$ cat src/rtl/phy_dq_lane_ctrl.sv
// DQ lane controller on the CLKDIV side: bus direction with turnaround guards,
// per-lane bitslip read training, and registered rx/tx word paths.
module phy_dq_lane_ctrl #(
  parameter int unsigned LANES         = 8,
  parameter int unsigned DATA_WIDTH    = 8,
  parameter logic [7:0]  TRAIN_PATTERN = 8'h1D,
  parameter int unsigned SLIP_WAIT     = 3,
  parameter int unsigned MATCH_COUNT   = 4,
  parameter int unsigned TURN_CYCLES   = 2
) (
  input  logic                          clk_in,
  input  logic                          reset,
  input  logic                          train_start,
  output logic                          train_busy,
  output logic                          train_done,
  output logic                          train_fail,
  output logic [LANES-1:0]              lane_locked,
  output logic [LANES-1:0]              bitslip,
  input  logic [LANES*DATA_WIDTH-1:0]   rx_data_in,
  input  logic                          rx_en,
  output logic [LANES*DATA_WIDTH-1:0]   rx_data_out,
  output logic                          rx_valid,
  input  logic                          tx_en,
  input  logic [LANES*DATA_WIDTH-1:0]   tx_data,
  input  logic                          tx_valid,
  output logic                          tx_ready,
  output logic [LANES*DATA_WIDTH-1:0]   tx_data_out,
  output logic [LANES-1:0]              tri_t
);

  localparam int unsigned W      = LANES * DATA_WIDTH;
  localparam int unsigned WaitW  = (SLIP_WAIT > 1) ? $clog2(SLIP_WAIT) : 1;
  localparam int unsigned SlipW  = $clog2(2 * DATA_WIDTH + 1);
  localparam logic [WaitW-1:0]      WaitLast  = WaitW'(SLIP_WAIT - 1);
  localparam logic [SlipW-1:0]      SlipMax   = SlipW'(2 * DATA_WIDTH);
  localparam logic [3:0]            MatchLast = 4'(MATCH_COUNT - 1);
  localparam logic [3:0]            TurnLast  = 4'(TURN_CYCLES - 1);
  localparam logic [DATA_WIDTH-1:0] Pattern   = TRAIN_PATTERN[DATA_WIDTH-1:0];

  typedef enum logic [1:0] {StRx, StTurnTx, StTx, StTurnRx} dir_st_e;
  typedef enum logic [1:0] {LnWait, LnCheck, LnLocked, LnFailed} lane_st_e;

  dir_st_e          dir_q, dir_d;
  logic [3:0]       turn_q, turn_d;
  logic             busy_q, busy_d, done_q, done_d, fail_q, fail_d;
  logic             rx_valid_q, rx_valid_d, tx_ready_q, tx_ready_d;
  logic [W-1:0]     rx_data_q, rx_data_d, tx_out_q, tx_out_d;
  logic [LANES-1:0] tri_q, tri_d, locked_q, locked_d, slip_q, slip_d, term_d;

  lane_st_e         lane_st_q [LANES];
  lane_st_e         lane_st_d [LANES];
  logic [WaitW-1:0] wait_q    [LANES];
  logic [WaitW-1:0] wait_d    [LANES];
  logic [3:0]       match_q   [LANES];
  logic [3:0]       match_d   [LANES];
  logic [SlipW-1:0] slips_q   [LANES];
  logic [SlipW-1:0] slips_d   [LANES];

  logic start_acc, rx_fire;

  // A start request in RX wins over a simultaneous tx_en.
  assign start_acc = train_start && (dir_q == StRx) && !busy_q;
  assign rx_fire   = (dir_q == StRx) && rx_en && !busy_q;

  always_comb begin
    dir_d  = dir_q;
    turn_d = turn_q;
    unique case (dir_q)
      StRx: begin
        if (tx_en && !busy_q && !train_start) begin
          dir_d  = StTurnTx;
          turn_d = '0;
        end
      end
      StTurnTx: begin
        if (turn_q == TurnLast) dir_d = StTx;
        else                    turn_d = turn_q + 1'b1;
      end
      StTx: begin
        if (!tx_en) begin
          dir_d  = StTurnRx;
          turn_d = '0;
        end
      end
      StTurnRx: begin
        if (turn_q == TurnLast) dir_d = StRx;
        else                    turn_d = turn_q + 1'b1;
      end
    endcase

    tri_d      = ((dir_d == StRx) || (dir_d == StTurnRx)) ? {LANES{1'b1}} : '0;
    tx_ready_d = (dir_d == StTx);
    tx_out_d   = (tx_valid && tx_ready_q) ? tx_data : '0;
    rx_valid_d = rx_fire;
    rx_data_d  = rx_fire ? rx_data_in : rx_data_q;
  end

  always_comb begin
    for (int i = 0; i < LANES; i++) begin
      lane_st_d[i] = lane_st_q[i];
      wait_d[i]    = wait_q[i];
      match_d[i]   = match_q[i];
      slips_d[i]   = slips_q[i];
      slip_d[i]    = 1'b0;
      if (start_acc) begin
        lane_st_d[i] = LnWait;
        wait_d[i]    = '0;
        match_d[i]   = '0;
        slips_d[i]   = '0;
      end else if (busy_q) begin
        unique case (lane_st_q[i])
          LnWait: begin
            if (wait_q[i] == WaitLast) begin
              lane_st_d[i] = LnCheck;
              wait_d[i]    = '0;
            end else begin
              wait_d[i] = wait_q[i] + 1'b1;
            end
          end
          LnCheck: begin
            if (rx_data_in[i*DATA_WIDTH +: DATA_WIDTH] == Pattern) begin
              match_d[i] = match_q[i] + 1'b1;
              if (match_q[i] == MatchLast) lane_st_d[i] = LnLocked;
            end else begin
              match_d[i] = '0;
              if (slips_q[i] == SlipMax) begin
                lane_st_d[i] = LnFailed;
              end else begin
                slip_d[i]    = 1'b1;
                slips_d[i]   = slips_q[i] + 1'b1;
                lane_st_d[i] = LnWait;
              end
            end
          end
          LnLocked, LnFailed: ;
        endcase
      end
      locked_d[i] = (lane_st_d[i] == LnLocked);
      term_d[i]   = (lane_st_d[i] == LnLocked) || (lane_st_d[i] == LnFailed);
    end

    // Flags follow the lanes' next state so done/fail line up with lane_locked.
    busy_d = busy_q;
    done_d = done_q;
    fail_d = fail_q;
    if (start_acc) begin
      busy_d = 1'b1;
      done_d = 1'b0;
      fail_d = 1'b0;
    end else if (busy_q && (&term_d)) begin
      busy_d = 1'b0;
      done_d = &locked_d;
      fail_d = ~(&locked_d);
    end
  end

  always_ff @(posedge clk_in) begin
    if (reset) begin
      dir_q      <= StRx;
      turn_q     <= '0;
      busy_q     <= 1'b0;
      done_q     <= 1'b0;
      fail_q     <= 1'b0;
      rx_valid_q <= 1'b0;
      tx_ready_q <= 1'b0;
      rx_data_q  <= '0;
      tx_out_q   <= '0;
      tri_q      <= {LANES{1'b1}};
      locked_q   <= '0;
      slip_q     <= '0;
      for (int i = 0; i < LANES; i++) begin
        lane_st_q[i] <= LnWait;
        wait_q[i]    <= '0;
        match_q[i]   <= '0;
        slips_q[i]   <= '0;
      end
    end else begin
      dir_q      <= dir_d;
      turn_q     <= turn_d;
      busy_q     <= busy_d;
      done_q     <= done_d;
      fail_q     <= fail_d;
      rx_valid_q <= rx_valid_d;
      tx_ready_q <= tx_ready_d;
      rx_data_q  <= rx_data_d;
      tx_out_q   <= tx_out_d;
      tri_q      <= tri_d;
      locked_q   <= locked_d;
      slip_q     <= slip_d;
      for (int i = 0; i < LANES; i++) begin
        lane_st_q[i] <= lane_st_d[i];
        wait_q[i]    <= wait_d[i];
        match_q[i]   <= match_d[i];
        slips_q[i]   <= slips_d[i];
      end
    end
  end

  assign train_busy  = busy_q;
  assign train_done  = done_q;
  assign train_fail  = fail_q;
  assign lane_locked = locked_q;
  assign bitslip     = slip_q;
  assign rx_data_out = rx_data_q;
  assign rx_valid    = rx_valid_q;
  assign tx_ready    = tx_ready_q;
  assign tx_data_out = tx_out_q;
  assign tri_t       = tri_q;

endmodule

$ cat config.mk
export PLATFORM = sky130hd
export DESIGN_NAME = phy_dq_lane_ctrl
export DESIGN_NICKNAME = d
export VERILOG_FILES = /design/src/rtl/phy_dq_lane_ctrl.sv
export SDC_FILE = /design/constraint.sdc
export NUM_CORES = 1
export LEC_CHECK = 0
export CORE_UTILIZATION = 28
export DETAILED_ROUTE_END_ITERATION = 8
export HOLD_SLACK_MARGIN = 0.1
export PLACE_DENSITY_LB_ADDON = 0.25
export REMOVE_ABC_BUFFERS = 1
export SLEW_MARGIN = 20
export SYNTH_ARGS = -nofsm -noshare
export SYNTH_HDL_FRONTEND = slang
export SYNTH_SLANG_ARGS = --single-unit
$ cat constraint.sdc
create_clock -name clk_in -period 2.51 [get_ports clk_in]
set_input_delay 0.3765 -clock clk_in [delete_from_list [all_inputs] [get_ports clk_in]]
set_output_delay 0.3765 -clock clk_in [all_outputs]
set_load 0.01 [all_outputs]
### Word level (Yosys, flattened, before mapping)

Memories as Yosys holds them, arrays and structs flattened.
Cells that the tools add are included.
W data, S select, Z words.

| storage, ports and cells | value |
|---|---|
| bits in writable memories | 104 |
| bits in registers | 163 |
| input bits | 134 |
| output and inout port bits | 157 |
| memories | 4 |
| word-level logic and storage cells | 415 |

Memory list:

| memory | depth | width | read ports | clocked after memory_dff | write ports | RTL line | text |
|---|---|---|---|---|---|---|---|
| slips_q | 8 | 5 | 8 | 0 | 8 | 56 | `logic [SlipW-1:0] slips_q [LANES];` |
| match_q | 8 | 4 | 8 | 0 | 8 | 54 | `logic [3:0] match_q [LANES];` |
| lane_st_q | 8 | 2 | 8 | 0 | 8 | 50 | `lane_st_e lane_st_q [LANES];` |
| wait_q | 8 | 2 | 8 | 0 | 8 | 52 | `logic [WaitW-1:0] wait_q [LANES];` |

| cells by class | value |
|---|---|
| multiplexer cells | 215 |
| bitwise logic cells | 43 |
| add/sub/neg operators | 25 |
| reduce and logical (&&, ||, !) cells | 44 |
| equal/unequal tests | 65 |

Operators with widths:

| operator | number |
|---|---|
| $mux W5 | 48 |
| $mux W2 | 100 |
| $mux W4 | 43 |
| $eq A8 B5 Y1 const B | 8 |
| $eq A2 B2 Y1 const B | 28 |
| $add A5 B1 Y5 const B | 8 |
| $eq A5 B5 Y1 const B | 8 |
| $reduce_or A5 Y1 | 8 |
| $add A4 B1 Y4 const B | 9 |
| $eq A4 B2 Y1 const B | 8 |
| $or A1 B1 Y1 | 32 |
| $pmux W2 S2 | 8 |
| $logic_not A2 Y1 | 10 |
| $eq A2 B1 Y1 const B | 9 |
| $add A2 B1 Y2 const B | 8 |
| $reduce_and A8 Y1 | 2 |
| $mux W1 | 13 |
| $pmux W4 S3 | 1 |
| $not A1 Y1 | 11 |
| $logic_or A1 B1 Y1 | 9 |
| $logic_and A1 B1 Y1 | 8 |
| $mux W8 | 1 |
| $pmux W2 S4 | 1 |
| $reduce_or A2 Y1 | 3 |
| other kinds (6) | 8 |

### Logic depth before layout (Yosys ltp)

| depth | value |
|---|---|
| depth after elaboration | 12 |
| depth in mapped cells | 8 |
| mapped depth without buffers | 8 |

### Worst setup path before layout

No wires, ideal clock.

| timing | value |
|---|---|
| kind | in2reg |
| from | input port rx_data_in[53] |
| to | register fail_q (netlist: train_fail) |
| path buffers | 0 |
| cell stages on the path | 6 |
| data required time | 2371 ps |
| setup time | 139 ps |
| data arrival time | 2043 ps |
| path slack | 327 ps |
| cells stage by stage | or4b_4 > o31a_1 > a221o_1 > nor4_1 > and3_1 > a211oi_1 |

| on the way | value |
|---|---|
| longest elaborated chain between the ends | 9 |
| elaborated cells between the ends (all ways) | 12 |
| those cells by class | eq/ne: 3; mux: 4; bitwise: 1; reduce/logical: 4 |

RTL lines:

| item | RTL line | text |
|---|---|---|
| from (decl) | 19 | `input logic [LANES*DATA_WIDTH-1:0] rx_data_in,` |
| $eq A8 B5 Y1 * | 121 | `if (rx_data_in[i*DATA_WIDTH +: DATA_WIDTH] == Pattern) begin` |
| $mux W2 * | 121 |  |
| $pmux W2 S2 * | 111 | `unique case (lane_st_q[i])` |
| $mux W2 * | 110 | `end else if (busy_q) begin` |
| $mux W2 * | 105 | `if (start_acc) begin` |
| $eq A2 B2 Y1 (on tied branches) | 138, 139 |  |
| $logic_or A1 B1 Y1 | 139 | `term_d[i] = (lane_st_d[i] == LnLocked) \|\| (lane_st_d[i] == LnFailed);` |
| $reduce_and A8 Y1 | 150 | `end else if (busy_q && (&term_d)) begin` |
| $logic_and A1 B1 Y1 | 150 |  |
| to (signal assigned) | 182 | `fail_q <= fail_d;` |
| to (decl) | 45 | `logic busy_q, busy_d, done_q, done_d, fail_q, fail_d;` |

Mark *: on every way between the ends. The rest lies on a longest branch, timed or not.
A chain may end at the register's enable or synchronous reset.

==> reports/qor.yml <==
power:
  power_leakage_uw: 0.00548
  p_per_area_nw_per_um2: 628
  vdd_ir_drop_max_uv: 510
route:
  drt_first_pass_iters: 6
  drt_iter0_drc: 293
  routedWlPerCell_um: 14.9
  drcViolationCount: 0
  vias: 8671
  wirelength_um: 28800
  ant_nets: 0
  viasPerCell: 4.49
floorplan:
  core_um2: 35500
  dieWidth_um: 192
  rows: 69
  fp.dieArea_um2: 36700
  io_pins: 291
  die_y_um: 192
  start_util_pct: 28.3
status:
  status: "finished clean"
critical_path:
  cp.arrival_ps: 2710
  worst_setup_path_end_kind: "register"
  path_buf_inv: 0
  worstPathRequired_ps: 2920
  cp_cell_sequence: "ha_1 > or3b_2 > o31a_1 > a221o_1 > nor4_2 > and3_1 > a211oi_1"
  cp_top_family: "simple AND/OR/NAND/NOR gates"
  worstSetupPathType: "reg -> reg"
  crit_slowest_cell: "or3b_2"
  slowest_delay_ps: 470
  path_max_fanout: 3
  cp-start-kind: "register"
timing:
  rsz0062_at_grt: "no"
  slew_headroom_pct: 48.2
  fin_skew_ps: 11.4
  setup_viol: 0
  fmax_mhz: 436
  worstMarginPinSlew_ps: 776
  period_share_pct: 91.5
  slew_violations: 0
  hold_viol_final: 0
  setup_tns_ps: 0
  min_period_ps: 2300
cells_and_area:
  fin_nets: 1613
  multi_input_area_um2: 4580
  mostFrequentLayoutCells: "clkdlybuf4s50_1, dfxtp_1, nand2_1, nor2_1, a21oi_1"
  fill_cells: 3486
  n_antenna_cell: 0
  layout_commonest_cell: "clkdlybuf4s50_1"
  area_delta_synth_final_pct: 47.1
  layout-drive-gt1-share_pct: 8.49
  stdcell_area_um2: 14800
  final_cells: 1933
  regArea_um2: 5200
clock_network:
  cts.clk_slew.worst_paths_ps: 60
  ctsHtreeMaxLevel: 1
  tritoncts: "built"
  post-cts-setup-buffer-count: 0
  cts_made_buffers: 30
  clockBufferDepth: 3
  cts_root_buffer: "clkbuf_16"
  hold_buffers: 0
  clock_latency_ps: 560
  cts.sinks: 260
yosys:
  syn_avg_cell_area_um2: 9.01
  synth_cell_types: 50
  syn_inst: 1116
  synth_enable_flop_cells: 0
  synthFlopType: "dfxtp_1"
  synth_area_um2: 10100
  ys_seq_area_share_pct: 51.7
  yosys_warnings: 0
  ys_ff_latch: 260
  ys_async_sr_fraction_pct: 0
flow_run:
  maxCapViolations: 0
global_routing:
  grt_max_degree: 65
  grt_pass1_vias: 8377
  grtUsageTotal_pct: 15.4
  overflow: 0
  grt_pass1_wl_um: 44200
  antenna_found_initial: 0
placed_design:
  gp_congestion: 0.791
  dp.cells: 1881
  io_buffer_count: 290
  dpl_cell_area_um2: 13800
  dp_hpwl_um: 21300
min_path:
  hold_path_class: "in -> reg"
[power breakdown]
group / total [uW] / leakage [uW] / switching, uW / internal (uW)
sequential: 4280 / 0.00210 / 58.8 / 4220
clock: 4100 / 0.000451 / 1660 / 2440
combinational: 905 / 0.00292 / 424 / 481
[final timing paths]
kind,from,to,slack [ps],depth (start not counted)
worst min register to register,rx_data_out[58],rx_data_out[58],450,2
worst max-delay path,match_q[1][8],train_fail,210,7
worst min-delay path,reset,rx_valid,230,2
worst max register to register,match_q[1][8],train_fail,210,7
[routing by layer]
metal / global-route usage (%) / share of wire (%)
met5: 0 / 0
met4: 4.09 / 1.5
met1: 18.4 / 43
met2: 25.8 / 46
met3: 5.73 / 9.7
[cell families after synthesis]
kind of cell / synth area share (%)
xor gates and xnor gates: 4.96
and+or+nand+nor: 27.1
buffers and inverters: 3.13
adders and majority gates: 3.36
AOI/OAI and AO/OA: 8.50
muxes: 1.19
DFF: 51.7
[cell usage after synthesis (3+ instances only)]
cell type,instances,share of area (%)
nand4bb_1,3,0.34
nor2b_1,15,0.93
nor3b_1,9,0.67
a21oi_1,100,5.0
mux2i_1,12,1.2
xnor2_1,12,1.0
nand4_1,23,1.4
nor4_1,13,0.81
a211oi_1,10,0.75
and4b_1,6,0.60
or4b_1,3,0.30
a311oi_1,5,0.44
nand2_1,182,6.8
nand2b_1,9,0.56
o21ai_0,19,0.95
nor4b_1,11,0.96
or3b_2,5,0.44
ha_1,27,3.4
buf_2,3,0.15
inv_1,23,0.86
and3_1,3,0.19
nor2_1,112,4.2
and2_1,75,4.7
clkbuf_1,41,1.5
dfxtp_1,260,52
nor3_1,23,1.1
nor4bb_1,4,0.40
buf_4,7,0.52
o32ai_1,3,0.26
xor2_1,45,3.9
nand4b_1,4,0.35
or3_1,4,0.25
nand3b_1,13,0.97
nand3_1,10,0.50
[registers in the layout (all words and copies together) (netlist names)]
| name | count |
|---|---|
| bitslip | 8 |
| dir_q | 2 |
| lane_locked | 8 |
| lane_st_q | 16 |
| match_q | 32 |
| rx_data_out | 64 |
| rx_valid | 1 |
| slips_q | 40 |
| train_busy | 1 |
| train_done | 1 |
| train_fail | 1 |
| tri_t | 1 |
| turn_q | 4 |
| tx_data_out | 64 |
| tx_ready | 1 |
| wait_q | 16 |
[per-stage QoR]
step | util (%) | power [uW] | setup WS (ps) | hold slack [ps]
final | 41.7 | 9280 | 214 | 230
after floorplan | - | 4670 | -23.3 | 446
after global routing | 41.7 | 9730 | 3.10 | 214
after CTS | 41.6 | 9480 | 67.6 | 201
after global placement | 39.0 | 5290 | -592 | 443
after detailed placement | 39.0 | 5290 | -532 | 447
[worst register-to-register path: stages (launching register included)]
cell	delay [ps]
dfxtp_1	370
ha_1	170
or3b_2	470
o31a_1	250
a221o_1	360
nor4_2	260
and3_1	200
a211oi_1	70
[final cells by class]
type / count / area share [%]
multi-input cells: 780 / 31.0
inverters: 23 / 0.584
clock buffers: 46 / 5.83
repair buffers: 357 / 23.2
well taps: 461 / 3.90
clock inverters: 6 / 0.372
flip-flops and latches: 260 / 35.2
[timing repair]
item,CTS,global route
gates resized for setup,0,4
endpoints found under the setup margin,0,2
hold endpoints to repair,0,0
No activity file was read; power rests on OpenSTA's default activity.
